### config.mk
export PLATFORM = sky130hd
export DESIGN_NAME = uart_tx_serializer
export DESIGN_NICKNAME = d
export VERILOG_FILES = /design/src/rtl/uart_tx_serializer.sv
export SDC_FILE = /design/constraint.sdc
export NUM_CORES = 1
export LEC_CHECK = 0
export BUFFER_PORTS_ARGS = -buffer_cell sky130_fd_sc_hd__buf_2
export CAP_MARGIN = 5
export CORE_MARGIN = 5
export CORE_UTILIZATION = 52
export DETAILED_ROUTE_END_ITERATION = 6
export GPL_TIMING_DRIVEN = 1
export PLACE_DENSITY = 0.74
export SETUP_SLACK_MARGIN = 0.3
export SLEW_MARGIN = 20
export SYNTH_ARGS = -nofsm -noshare
export SYNTH_HDL_FRONTEND = slang
export SYNTH_SLANG_ARGS = --single-unit
### constraint.sdc
create_clock -name clk -period 2.2 [get_ports clk]
set_input_delay 0.33 -clock clk [delete_from_list [all_inputs] [get_ports clk]]
set_output_delay 0.33 -clock clk [all_outputs]
set_load 0.05 [all_outputs]
### src/rtl/uart_tx_serializer.sv
// UART transmit serializer: one byte in, 8N1 frame out (LSB first), BIT_DIV clocks per bit.
// Define UART_TX_PARITY_EN to insert an even-parity bit between the data and stop bits.
module uart_tx_serializer #(
    parameter int CLK_FREQ  = 100000000,
    parameter int BAUD_RATE = 9600,
    parameter int BIT_DIV   = CLK_FREQ / BAUD_RATE
) (
    input  logic       clk,
    input  logic       reset,
    input  logic       tx_start,
    input  logic [7:0] tx_data,
    output logic       uart_tx,
    output logic       tx_status,
    output logic       tx_end
);

    localparam int CNT_W = $clog2(BIT_DIV);
    localparam logic [CNT_W-1:0] CNT_LAST = CNT_W'(BIT_DIV - 1);

    localparam logic [2:0] IDLE   = 3'd0;
    localparam logic [2:0] START  = 3'd1;
    localparam logic [2:0] DATA   = 3'd2;
    localparam logic [2:0] STOP   = 3'd4;
`ifdef UART_TX_PARITY_EN
    localparam logic [2:0] PARITY = 3'd3;
    localparam logic [2:0] AFTER_DATA = PARITY;
`else
    localparam logic [2:0] AFTER_DATA = STOP;
`endif

    logic [2:0]       state, state_d;
    logic [CNT_W-1:0] baud_cnt, cnt_d;
    logic [2:0]       bit_idx, bit_d;
    logic [7:0]       shift_q, shift_d;
    logic             tx_d, status_d, end_d;
    logic             bit_end, accept;

    assign bit_end = (baud_cnt == CNT_LAST);
    // tx_status is also high in the last stop cycle, which is what lets frames run back to back.
    assign accept  = tx_start && tx_status;

`ifdef UART_TX_PARITY_EN
    logic parity_q, parity_d;
    assign parity_d = accept ? ^tx_data : parity_q;

    always_ff @(posedge clk or negedge reset) begin
        if (!reset) parity_q <= 1'b0;
        else        parity_q <= parity_d;
    end
`endif

    always_comb begin
        state_d = state;
        cnt_d   = bit_end ? '0 : baud_cnt + 1'b1;
        bit_d   = bit_idx;
        shift_d = shift_q;
        case (state)
            IDLE: cnt_d = '0;
            START: if (bit_end) begin
                state_d = DATA;
                bit_d   = 3'd0;
            end
            DATA: if (bit_end) begin
                shift_d = {1'b0, shift_q[7:1]};
                bit_d   = bit_idx + 3'd1;
                if (bit_idx == 3'd7) state_d = AFTER_DATA;
            end
`ifdef UART_TX_PARITY_EN
            PARITY: if (bit_end) state_d = STOP;
`endif
            STOP: if (bit_end) state_d = IDLE;
            default: begin
                state_d = IDLE;
                cnt_d   = '0;
            end
        endcase
        if (accept) begin
            state_d = START;
            cnt_d   = '0;
            bit_d   = 3'd0;
            shift_d = tx_data;
        end

        // Outputs are decoded from next-state so the registered pins line up with the state.
        end_d    = (state_d == STOP) && (cnt_d == CNT_LAST);
        status_d = (state_d == IDLE) || end_d;
        case (state_d)
            START:   tx_d = 1'b0;
            DATA:    tx_d = shift_d[0];
`ifdef UART_TX_PARITY_EN
            PARITY:  tx_d = parity_d;
`endif
            default: tx_d = 1'b1;
        endcase
    end

    always_ff @(posedge clk or negedge reset) begin
        if (!reset) begin
            state     <= IDLE;
            baud_cnt  <= '0;
            bit_idx   <= 3'd0;
            shift_q   <= 8'd0;
            uart_tx   <= 1'b1;
            tx_status <= 1'b1;
            tx_end    <= 1'b0;
        end else begin
            state     <= state_d;
            baud_cnt  <= cnt_d;
            bit_idx   <= bit_d;
            shift_q   <= shift_d;
            uart_tx   <= tx_d;
            tx_status <= status_d;
            tx_end    <= end_d;
        end
    end

endmodule

---- Word-level counts from Yosys, hierarchy flattened ----
Cells that the tools add are included.
cells by class
  $add $sub $neg .......................... 2
  equality and inequality tests ........... 11
  muxes and demuxes ....................... 17
  reduce and logical (&&, ||, !) cells .... 11
operators by type and width
  operator                 count
  $mux W14                 3
  $eq A14 B14 Y1 const B   2
  $mux W3                  8
  $mux W8                  3
  $add A14 B1 Y14 const B  1
  $pmux W3 S4              1
  $eq A3 B3 Y1 const B     3
  $eq A3 B1 Y1 const B     2
  $eq A3 B2 Y1 const B     2
  $logic_not A3 Y1         2
  $ne A3 B3 Y1 const B     2
  $pmux W3 S2              1
  $reduce_bool A2 Y1       2
  $add A3 B1 Y3 const B    1
  $reduce_and A3 Y1        1
  $reduce_bool A3 Y1       1
  $reduce_or A3 Y1         1
  $logic_and A1 B1 Y1      2
  $pmux W1 S2              1
  $reduce_and A2 Y1        1
  $logic_or A1 B1 Y1       1
storage, ports and cells
  bits in registers ....................... 31
  input bits .............................. 11
  output and inout bits ................... 3

---- Logic depth before layout (Yosys ltp) ----
Gate-level depths: netlist of the first run.
  depth in word-level cells ............... 8
  depth in mapped cells ................... 8
  gate-level depth less buffers ........... 6

---- Worst setup path before layout of the first run ----
Ideal clock, no wire load.
  kind .................................... register to register
  start point ............................. reg baud_cnt[0]
  end point ............................... reg tx_status
  library setup time ...................... 0.097 ns
  data arrival time ....................... 2.114 ns
  data required time ...................... 2.103 ns
  setup slack ............................. -0.011 ns
  stages on the path, launching flop included .. 9
  path buffers ............................ 2
  path through ............................ dfrtp_1 > ha_1 > and3_1 > and4_1 > buf_6 > or2_1 > clkbuf_2 > or3_4 > o41ai_2
between the ends
  cells in the longest elaborated chain, start to end .. 7
RTL lines
  item                                               RTL line  source
  start, declared                                    32        logic [CNT_W-1:0] baud_cnt, cnt_d;
  start signal, assigned                             108       baud_cnt <= cnt_d;
  $add A14 B1 Y14 or $eq A14 B14 Y1 (tied branches)  54, 38
  $mux W14, or another cell as far along             54        cnt_d = bit_end ? '0 : baud_cnt + 1'b1;
  $mux W14 or $pmux W3 S4 (tied branches)            57        case (state)
  $mux W14 or $mux W3 (tied branches)                77        if (accept) begin
  $eq A14 B14 Y1 or $eq A3 B3 Y1 (tied branches)     85        end_d = (state_d == STOP) && (cnt_d == CNT_LAST);
  $logic_and A1 B1 Y1                                85
  $logic_or A1 B1 Y1 *                               86        status_d = (state_d == IDLE) || end_d;
  via status_d                                       35        logic tx_d, status_d, end_d;
  end signal, assigned                               112       tx_status <= status_d;
  end, declared                                      13        output logic tx_status,
Mark *: on every way through the listed nets, which the timed path passes. The rest lies on a longest branch.
A chain may end at the register's enable or synchronous reset.

---- Final worst setup path of the first run ----
  start point ............................. reg baud_cnt[1]
  end point ............................... reg tx_status
The elaborated chain is that of the path after synthesis.

==> reports/qor.yml, run 1 <==
critPathCaptureType: "flop"
final_cell_mix: "dfrtp_1 (27), nor2_1 (26), nand2_1 (20)"
p_clk_share_pct: 29.6
hold_class: "in -> async"
grt_max_degree: 32
grt-ovfl-total: 0
required_ns: 2.43
power_mw: 1.59
timing.final.crit_share_pct: 86.5
vias: 1368
fillers: 253
cts_hold_buf: 0
die-width_um: 66.2
ys_ff_latch: 31
yosysSeqAreaShare_pct: 47.3
fin_skew_ns: 0.00594
htree_levels: 2
via_per_inst: 5.61
internal_power_mw: 1.11
routedWlPerCell_um: 15.2
syn_area_per_cell_um2: 9.29
antenna_cells: 0
cp_data_arrival_time_ns: 2.14
drt-total-wl_um: 3710
synth_area_leaders: "dfrtp_1 (44%), nor2_1 (5.9%), nand2_1 (4.6%)"
synthesis.area_um2: 1640
antenna_found_initial: 0
outcome: "completed"
first_iter_violations: 102
first_pass_iters: 5
clk_latency_ns: 0.33
cts_root_buf: "clkbuf_4"
die_h_um: 66.2
rows: 20
fmax_ghz: 0.525
port_buffers: 13
grt_pass1_vias: 1291
area_growth_pct: 20.8
min_period_ns: 1.90
leakagePower_nw: 0.901
place_congestion: 0.834
yosys.area.top_type_share_pct: 44.1
dieArea_um2: 4390
slew_headroom_pct: 54.5
drc: 0
ir_worst_vdd_v: 0.000536
post-dp-hpwl_um: 2360
core-area_um2: 3050
swShare_pct: 29.9
clock_sinks: 31
synthesis.nets: 191
seqPwrFrac_pct: 47.8
timing.final.hold_violations: 0
crit_fanout: 2
postSynthCellCount: 177
setup_viol: 0
yosys.area.top_type: "dfrtp_1"
drv_cap: 0
nets: 213
p_switching_mw: 0.474
hold_slack_ns: 0.0294
tns_ns: 0
share_comb_of_total_power_pct: 22.5
ys.warnings.count: 0
cts_tree: "built"
antenna_left: 0
path_clk_slew_ns: 0.10
yosysUniqueCellTypes: 41
p_per_area_nw_per_um2: 798
regToRegSetupSlack_ns: 0.30
synthFlopType: "dfrtp_1"
initial_utilization_pct: 53.9
grt_pass1_wl_um: 5880
gr-usage-all-layers_pct: 18.1
rsz0062_at_grt: "yes"
worst_slew_pin_slew_ns: 0.683
cts_buffers: 5
final_common_cell: "dfrtp_1"
synth_edf_count: 0
path_class: "reg -> reg"
start_kind: "flop"
async_reset_ff_share_pct: 100
boundaryPins: 14
cts_buffer_depth: 2
drive_above_1_share_pct: 25.5
drv_slew: 0
-- Yosys cell counts, types with 2 or more instances --
cell,instances
dfrtp_1,29
nor2_1,26
nand2_1,20
a31oi_1,7
nand3_1,7
xor2_1,7
a21oi_1,6
buf_2,5
xnor2_1,5
and3_1,4
clkbuf_1,4
inv_1,4
mux2i_1,4
nand2b_1,4
nand4_1,4
and4_1,3
ha_1,3
nor2b_1,3
o21ai_0,3
a22oi_1,2
and2_1,2
dfstp_2,2
nand3b_1,2
o211ai_1,2
o31ai_1,2
or3_1,2
-- critical path: stages (launching register included) --
cell,delay (ns)
dfrtp_1,0.42
ha_4,0.17
and3_4,0.15
and4_1,0.17
or2_1,0.22
or3_4,0.34
o41ai_2,0.32
-- state kept, by name, summed over array words and instances, names as in the netlist --
| name | cells |
|---|---|
| baud_cnt | 14 |
| bit_idx | 3 |
| shift_q | 8 |
| state | 3 |
| tx_end | 1 |
| tx_status | 1 |
| uart_tx | 1 |
-- final cells by class --
class                   count  area (µm²)  share of cell area [%]
well taps                  44        55.1                    2.77
repair buffers             26         174                    8.76
clock buffers               6        51.3                    2.58
flip-flops and latches     31         781                    39.3
multi-input cells         131         875                    44.0
clock inverters             2        35.0                    1.76
inverters                   4        15.0                   0.756
-- cell families (layout without fill, tap and decap cells) --
group / count (synthesis) / after routing / share of synthesized area [%]
fa+ha+maj: 3 / 3 / 2.28
xor+xnor: 12 / 12 / 6.39
mux: 4 / 4 / 2.44
flops: 31 / 31 / 47.3
simple gates: 85 / 85 / 26.3
buf+inv: 15 / 38 / 4.34
compound gates: 27 / 27 / 11.0
-- timing repair --
item,in CTS,in global routing
gates resized for setup,2,14
setup buffers,3,3
pin swaps,2,4
endpoints found under the setup margin,10,14
-- final timing paths --
path | depth (start not counted) | end | startpoint
min in group clk | 3 | shift_q[7]$_DFFE_PN0P_ | tx_data[7]
min | 1 | baud_cnt[13]$_DFF_PN0_ | reset
max | 6 | tx_status$_DFF_PN1_ | baud_cnt[1]$_DFF_PN0_
max in group asynchronous | 1 | baud_cnt[3]$_DFF_PN0_ | reset
max reg2reg | 6 | tx_status$_DFF_PN1_ | baud_cnt[1]$_DFF_PN0_
min reg2reg | 2 | bit_idx[1]$_DFFE_PN0P_ | bit_idx[1]$_DFFE_PN0P_
-- metal layers --
layer  vias to the layer above  GRT usage, %  wire length (µm)
met2                        43          29.0              1810
li1                        657             -                 -
met1                       658          22.0              1660
met5                         -             0                 0
met4                         0          8.38                79
met3                        10          5.61               151
-- power groups by stage --
stage	registers, mW	clock network, mW	logic, mW
4_1_cts	0.747	0.482	0.346
3_5_place_dp	0.760	0	0.313
6_report	0.758	0.470	0.357
5_1_grt	0.772	0.517	0.403
3_3_place_gp	0.752	0	0.298
2_1_floorplan	0.751	0	0.227
-- through the flow --
| step | instance area [µm²] | setup WS, ns | std cells | util, % |
|---|---|---|---|---|
| 6_report | 1990 | 0.296 | 244 | 65.0 |
| 5_1_grt | 1990 | 0.194 | 244 | 65.0 |
| 4_1_cts | 1900 | 0.297 | 241 | 62.2 |
| 3_5_place_dp | 1780 | 0.274 | 230 | 58.2 |
| 3_3_place_gp | 1780 | 0.295 | 230 | 58.2 |
| 2_1_floorplan | 1660 | 0.0986 | 177 | - |
Power figures use the tool's default switching activity.
==> run 2, diff against run 1 <==
CORE_UTILIZATION = 58   (was 52)
PLACE_DENSITY = 0.78   (was 0.74)
clock period = 1.9 ns   (was 2.2 ns; I/O delays follow)
==> run 2 against run 1 <==
Core utilization is 7.1 points higher. First-iteration DRC count is 18% higher. Register-to-register slack worse by 0.22 ns. Combinational power is 24% higher. Via count is 0.88% lower. Sequential cell count stayed put. Cell area is 0.63% lower. Non-clock buffer count is 9 higher. Sequential power is 14% higher. Count of clock-buffer cells in the layout stayed put. Critical path type unchanged. Critical endpoint unchanged.
==> reports/qor.yml, run 2 (synthesis gave the netlist of run 1 again) <==
outcome: "completed"
port_buffers: 13
p_switching_mw: 0.535
boundaryPins: 14
internal_power_mw: 1.16
drive_above_1_share_pct: 27.4
core-area_um2: 2730
antenna_cells: 0
use_met2_pct: 32.4
critPathCaptureType: "flop"
fillers: 207
drv_cap: 0
timing.final.crit_share_pct: 95.9
leakagePower_nw: 0.931
largest_reg_flops: 14
initial_utilization_pct: 60.1
regToRegSetupSlack_ns: 0.08
rsz0062_at_grt: "yes"
grt_pass1_wl_um: 6400
start_kind: "flop"
final_cell_mix: "dfrtp_1 (27), nor2_1 (26), buf_4 (21)"
grt-ovfl-total: 0
area.sequential_um2: 781
whs_endpoint: "shift_q[7]$_DFFE_PN0P_"
slew_headroom_pct: 54.8
reg2reg_to: "tx_status$_DFF_PN1_"
dieArea_um2: 4000
antenna_left: 0
path_clk_slew_ns: 0.09
clock_sinks: 31
met3_usage_pct: 7.28
reg_top3: "baud_cnt (14), shift_q (8)"
power_mw: 1.69
final_common_cell: "dfrtp_1"
hp-start: "tx_data[7]"
antenna_found_initial: 0
grt_max_degree: 32
min_period_ns: 1.82
timing.final.hold_violations: 0
path_buf_inv: 0
multi_input_area_um2: 850
path_class: "reg -> reg"
die_h_um: 63.2
swShare_pct: 31.6
fin_skew_ns: 0.0138
grt-busiest-layer: "met2"
routedWlPerCell_um: 14.9
reg2reg_depth: 6
seqPwrFrac_pct: 51.0
place_congestion: 0.819
post-dp-hpwl_um: 2470
die-width_um: 63.2
worst_slew_pin_slew_ns: 0.678
fmax_ghz: 0.549
grt_pass1_vias: 1420
rows: 19
first_pass_iters: 4
clk_latency_ns: 0.33
required_ns: 2.14
hold_class: "in -> reg"
slowest_stage: "dfrtp_1"
drv_slew: 0
cts_buffers: 5
setup_viol: 0
cp_data_arrival_time_ns: 2.06
cpLargestDelayFamily: "simple AND/OR/NAND/NOR gates"
cts_buffer_depth: 2
p_per_area_nw_per_um2: 858
reg2reg_from: "baud_cnt[0]$_DFF_PN0_"
hold_depth: 3
slowest_delay_ns: 0.42
grt_use_met1_pct: 24.7
area_growth_pct: 20.0
p_clk_share_pct: 22.7
gr-usage-all-layers_pct: 20.3
cts_root_buf: "clkbuf_4"
worstSetupPathDepth: 6
first_iter_violations: 120
final_core_util_pct: 72.2
dp_cells: 227
crit_fanout: 4
nets: 222
via_per_inst: 5.67
cts_tree: "built"
ir_worst_vdd_v: 0.000845
instances_no_fill: 239
path_cells: "ha_4 -> and3_4 -> and4_4 -> or2_1 -> or3_4 -> o41ai_2"
regMostFlops: "baud_cnt"
drc: 0
share_comb_of_total_power_pct: 26.3
vias: 1356
drt-total-wl_um: 3560
htree_levels: 2
[run 2: changes by cell type in the layout (fill, tap and decap cells not counted), sizes merged]
cell | previous run | this run
dlygate4sd3 | 0 | 1
bufinv | 1 | 0
buf | 26 | 34
[run 2: worst register-to-register path: stages, from the launching register on]
cell and delay (ns):
dfrtp_1 0.42, ha_4 0.17, and3_4 0.15, and4_4 0.15, or2_1 0.22, or3_4 0.34
o41ai_2 0.28
[run 2: timing repair]
item / in CTS / in global routing
hold buffers: 1 / 0
setup buffers: 4 / 0
gates resized for setup: 6 / 5
setup endpoints to repair: 29 / 29
pin swaps: 2 / 1
hold endpoints to repair: 14 / 0
[run 2: area by class of cell]
class	count	area share, %
clock buffer	6	2.60
clock inverter	1	0.254
inverter	4	0.761
multi-input combinational	131	43.1
sequential	31	39.6
tap	31	1.97
timing repair buffer	35	11.8
[run 2: how the worst max path moves through the flow]
stage          slack, ns                endpoint                  start
2_1_floorplan      -0.18     tx_status$_DFF_PN1_  baud_cnt[0]$_DFF_PN0_
3_3_place_gp        0.04  shift_q[2]$_DFFE_PN0P_  baud_cnt[8]$_DFF_PN0_
3_5_place_dp       0.004     tx_status$_DFF_PN1_  baud_cnt[1]$_DFF_PN0_
4_1_cts             0.09     tx_status$_DFF_PN1_  baud_cnt[0]$_DFF_PN0_
5_1_grt            0.007     tx_status$_DFF_PN1_  baud_cnt[0]$_DFF_PN0_
6_report            0.08     tx_status$_DFF_PN1_  baud_cnt[0]$_DFF_PN0_
[run 2: metal layers]
layer	up-vias	part of all wire, %	routed length, µm
met4	0	1.8	63
met1	640	46	1650
met5	-	0	0
met3	6	5.3	187
met2	34	47	1660
li1	676	-	-
[run 2: power by group through the flow]
| stage | Combinational [mW] | Sequential (mW) | Clock (mW) |
|---|---|---|---|
| detailed placement | 0.402 | 0.873 | 0 |
| global placement | 0.378 | 0.866 | 0 |
| floorplan | 0.264 | 0.869 | 0 |
| CTS | 0.438 | 0.857 | 0.393 |
| finish | 0.444 | 0.864 | 0.384 |
| global route | 0.491 | 0.880 | 0.443 |
[run 2: per-stage QoR]
| stage | setup TNS, ns | worst slack, ns | area [µm²] | hold slack [ns] |
|---|---|---|---|---|
| finish | 0 | 0.0778 | 1970 | 0.165 |
| global route | 0 | 0.00723 | 1970 | 0.137 |
| CTS | 0 | 0.0898 | 1960 | 0.155 |
| global placement | 0 | 0.0361 | 1840 | 0.345 |
| detailed placement | 0 | 0.00366 | 1840 | 0.358 |
| floorplan | -0.239 | -0.177 | 1670 | -0.0106 |
